==> src/rtl/apb_master.sv <==
// APB3 initiator: turns a valid/ready command into SETUP/ACCESS transfers.
// A wait-state timeout aborts transfers whose completer never raises pready.
module apb_master #(
  parameter int ADDR_W  = 32,
  parameter int DATA_W  = 32,
  parameter int TIMEOUT = 16
) (
  input  logic              pclk,
  input  logic              preset,
  input  logic              cmd_valid,
  output logic              cmd_ready,
  input  logic              cmd_write,
  input  logic [ADDR_W-1:0] cmd_addr,
  input  logic [DATA_W-1:0] cmd_wdata,
  output logic              rsp_valid,
  output logic [DATA_W-1:0] rsp_rdata,
  output logic              rsp_slverr,
  output logic              rsp_timeout,
  output logic              psel,
  output logic              penable,
  output logic              pwrite,
  output logic [ADDR_W-1:0] paddr,
  output logic [DATA_W-1:0] pwdata,
  input  logic [DATA_W-1:0] prdata,
  input  logic              pready,
  input  logic              pslverr
);

  localparam int CW = (TIMEOUT < 1) ? 1 : $clog2(TIMEOUT + 1);
  localparam logic [CW-1:0] CNT_MAX = CW'(TIMEOUT);

  typedef enum logic [1:0] {
    IDLE,
    SETUP,
    ACCESS
  } state_t;

  state_t        state;
  state_t        state_nx;
  logic [CW-1:0] wait_cnt;
  logic          accept;
  logic          done;
  logic          expire;

  // Ready is withheld during reset and in the response cycle.
  assign cmd_ready = (state == IDLE) && !rsp_valid && !preset;
  assign accept    = cmd_valid && cmd_ready;
  assign done      = (state == ACCESS) && pready;
  assign expire    = (state == ACCESS) && !pready && (wait_cnt == CNT_MAX);
  assign psel      = (state != IDLE);
  assign penable   = (state == ACCESS);

  // State register.
  always_ff @(posedge pclk) begin
    if (preset) state <= IDLE;
    else        state <= state_nx;
  end

  // Next-state logic.
  always_comb begin
    state_nx = state;
    case (state)
      IDLE:    if (accept) state_nx = SETUP;
      SETUP:   state_nx = ACCESS;
      ACCESS:  if (done || expire) state_nx = IDLE;
      default: state_nx = IDLE;
    endcase
  end

  // Wait-state counter: cleared in SETUP, counts ACCESS cycles without pready.
  always_ff @(posedge pclk) begin
    if (preset)
      wait_cnt <= '0;
    else if (state == SETUP)
      wait_cnt <= '0;
    else if ((state == ACCESS) && !pready && !expire)
      wait_cnt <= wait_cnt + CW'(1);
  end

  // Request registers, loaded on the accepting edge and held otherwise.
  always_ff @(posedge pclk) begin
    if (preset) begin
      pwrite <= 1'b0;
      paddr  <= '0;
      pwdata <= '0;
    end else if (accept) begin
      pwrite <= cmd_write;
      paddr  <= cmd_addr;
      pwdata <= cmd_wdata;
    end
  end

  // Response registers: one-cycle valid pulse, payload held between pulses.
  always_ff @(posedge pclk) begin
    if (preset) begin
      rsp_valid   <= 1'b0;
      rsp_rdata   <= '0;
      rsp_slverr  <= 1'b0;
      rsp_timeout <= 1'b0;
    end else begin
      rsp_valid <= done || expire;
      if (done) begin
        rsp_rdata   <= pwrite ? '0 : prdata;
        rsp_slverr  <= pslverr;
        rsp_timeout <= 1'b0;
      end else if (expire) begin
        rsp_rdata   <= '0;
        rsp_slverr  <= 1'b1;
        rsp_timeout <= 1'b1;
      end
    end
  end

endmodule

==> config.mk <==
export PLATFORM = sky130hd
export DESIGN_NAME = apb_master
export DESIGN_NICKNAME = d
export VERILOG_FILES = /design/src/rtl/apb_master.sv
export SDC_FILE = /design/constraint.sdc
export NUM_CORES = 1
export LEC_CHECK = 0
export CAP_MARGIN = 10
export CORE_ASPECT_RATIO = 0.7
export CORE_UTILIZATION = 30
export DETAILED_ROUTE_END_ITERATION = 7
export SLEW_MARGIN = 25
export SYNTH_ARGS = -nofsm -noshare
export SYNTH_HDL_FRONTEND = slang
export SYNTH_SLANG_ARGS = --single-unit
==> constraint.sdc <==
create_clock -name pclk -period 3.1 [get_ports pclk]
set_input_delay 0.62 -clock pclk [delete_from_list [all_inputs] [get_ports pclk]]
set_output_delay 0.62 -clock pclk [all_outputs]
set_load 0.02 [all_outputs]
==> key figures <==
Global routing
  • GR Util All Layers: 18.3%
  • Vias in the first global route: 3684
  • Initial antenna violation count: 0
  • Gr ovfl total: 0
  • Largest net degree at the start of global routing: 74
  • First-pass GRT wire length: 19900 um

Pwr
  • Worst IR drop on VDD: 237 uV
  • Power Density: 491 mW/mm2
  • Leak: 2.20 nW

CTS
  • CTS tree: done
  • CTS max path bufs: 2
  • Worst skew pair latency: 350 ps
  • Clock transition at path regs: 80 ps
  • Post_cts resized: 0
  • CTS root buffer: clkbuf_16
  • Cts bufs inserted: 9
  • CTS Hold Bufs: 0
  • Clock Sinks: 107
  • Setup Buffers After CTS: 0
  • H-tree depth: 3

Setup path
  • CP cell instances: or4_4, inv_2, clkdlybuf4s50_1
  • CP Launch Point: state[1]
  • Crit-path slowest cell: clkdlybuf4s50_1
  • Crit Path Max Fanout: 5
  • CP startpoint kind: flop
  • Arrival time worst endpoint: 1930 ps
  • Required @ worst endpoint: 2480 ps
  • Reg2Reg Launch Point: state[1]
  • CP endpoint kind: output port
  • Worst setup path class: flop to output port
  • Slowest stage delay, CP: 620 ps

Logic synthesis
  • Synthesis warning total: 0
  • Synth unique cells: 28
  • Syn_area_per_cell: 9.30 um2
  • Register bit total from synthesis: 107
  • Mapped Cells: 423
  • Syn Nets: 527
  • Synth Cell Area: 0.00393 mm2
  • Seq/Total Area, Yosys: 54.5%

Outcome
  • Status: complete, but fails checks
  • Failing checks: design-rule violations

Floorplanning
  • Core area: 0.0126 mm2
  • Num rows: 34
  • I/O pins: 205
  • Initial Util: 31.2%
  • Die height: 97.8 um
  • Die width: 139 um
  • Die ar.: 0.0136 mm2

Layout
  • Commonest non-fill, non-tap cells in the layout: 202 x clkdlybuf4s50_1, 107 x dfxtp_1, 74 x nand3_1
  • Final-stage net count: 706
  • Layout cells sized above 1: 5.44%
  • Inserted Diodes: 0
  • Syn-to-layout area delta: 60.3%
  • Commonest non-fill, non-tap cell in the layout: clkdlybuf4s50_1
  • Non-filler instance count after layout: 769

STA
  • Worst Max-Slew Pin Slew: 846 ps
  • Final clock period utilization by the worst path: 82.2%
  • Max frequency: 0.393 GHz
  • Final worst slack: 552 ps
  • RSZ-0062 raised after global routing: false
  • Clock skew: 11.2 ps
  • Setup TNS: 0 ps
  • Final Critical Period: 2550 ps
  • Final setup violation count: 0
  • Max-slew violation count: 0
  • Final hold vios: 0
  • Final hold slack: 464 ps
  • Rel. slew slack: 43.6%

Place
  • IO buf count: 204
  • Placed Cells: 753
  • Post-DP HPWL: 8160 um
  • Pre-CTS WS: 645 ps
  • GPL Wtd Cong: 0.733

Hold path
  • Hold Startpoint: rsp_slverr
  • Hold WC Path Type: flop to flop

Routing
  • Avg Vias per Cell: 5.04
  • Drt drc: 16
  • Routed WL: 12500 um
  • Avg WL per Cell: 16.3 um
  • Pre-antenna DRT Iters: 8
  • ANT nets after route: 0
  • Via count: 3876
  • Number of DRC markers in iteration 0: 188

Run
  • Max_cap viols: 0
[stage by stage]
step | total power [mW] | instance area (um2) | util, %
2_1_floorplan | 1.73 | 3930 | -
3_3_place_gp | 2.00 | 6010 | 47.8
3_5_place_dp | 2.01 | 6010 | 47.8
4_1_cts | 3.14 | 6310 | 50.1
5_1_grt | 3.24 | 6310 | 50.1
6_report | 3.10 | 6310 | 50.1
[flip-flops by register name, indices dropped and copies added (netlist names)]
name and flops:
rsp_valid 1, rsp_rdata 32, pwdata 32, wait_cnt 5, rsp_timeout 1, paddr 32
rsp_slverr 1, pwrite 1, state 2
[power by group]
group	total (mW)	internal (mW)	switching, mW
Clock	1.13	0.567	0.558
Sequential	1.46	1.43	0.0280
Combinational	0.516	0.255	0.261
[critical path, delay by kind of cell, from the launching register on]
family / cells / cell delay (ps)
buf+inv: 2 / 690
simple gates: 1 / 550
flops: 1 / 340
[routing by layer]
| layer | vias up | track usage, % | share of wire [%] |
|---|---|---|---|
| met1 | 1843 | 24.5 | 46 |
| met4 | 0 | 4.87 | 1.3 |
| met2 | 129 | 28.5 | 45 |
| met3 | 14 | 5.74 | 7.3 |
| met5 | - | 0 | 0 |
| li1 | 1890 | - | - |
[synthesized netlist by cell type, drive strengths merged]
cell | instances | area (um2)
dfxtp | 107 | 2140
nand3 | 74 | 370
a21oi | 67 | 335
o21ai | 66 | 330
a22o | 32 | 280
clkbuf | 25 | 93.8
buf | 18 | 121
inv | 6 | 22.5
mux2i | 5 | 50.1
nand3b | 3 | 22.5
a211oi | 2 | 15.0
ha | 2 | 25.0
nand2b | 2 | 12.5
nor2 | 2 | 7.51
nor4b | 2 | 23.8
or2 | 2 | 12.5
and4bb | 1 | 12.5
clkinv | 1 | 3.75
nor3 | 1 | 5.00
nor3b | 1 | 7.51
nor4bb | 1 | 10.0
o22ai | 1 | 12.5
or3 | 1 | 6.26
or4 | 1 | 11.3
[final timing paths]
| path | endpoint | slack, ps | cells past startpoint |
|---|---|---|---|
| max | cmd_ready | 550 | 3 |
| min | rsp_slverr | 460 | 2 |
| max reg2reg | paddr[4] | 1130 | 5 |
| min reg2reg | rsp_slverr | 460 | 2 |
[kinds of logic (layout without fill, tap and decap cells)]
kind of cell,count (synthesis),after routing,synth area share (%)
compound gates,168,168,24.7
flops,107,107,54.5
simple gates,91,91,12.8
buf+inv,50,234,6.14
mux,5,5,1.27
fa+ha+maj,2,2,0.636
[layout make-up]
class	count	area (um2)
Tap cell	162	203
Timing Repair Buffer	211	2080
Multi-Input combinational cell	266	1560
Sequential cell	107	2140
Clock buffer	9	225
Fill cell	1144	6280
Inverter	7	27.5
Clock inverter	7	66.3
Note: power is estimated with default switching activity, not from simulation.
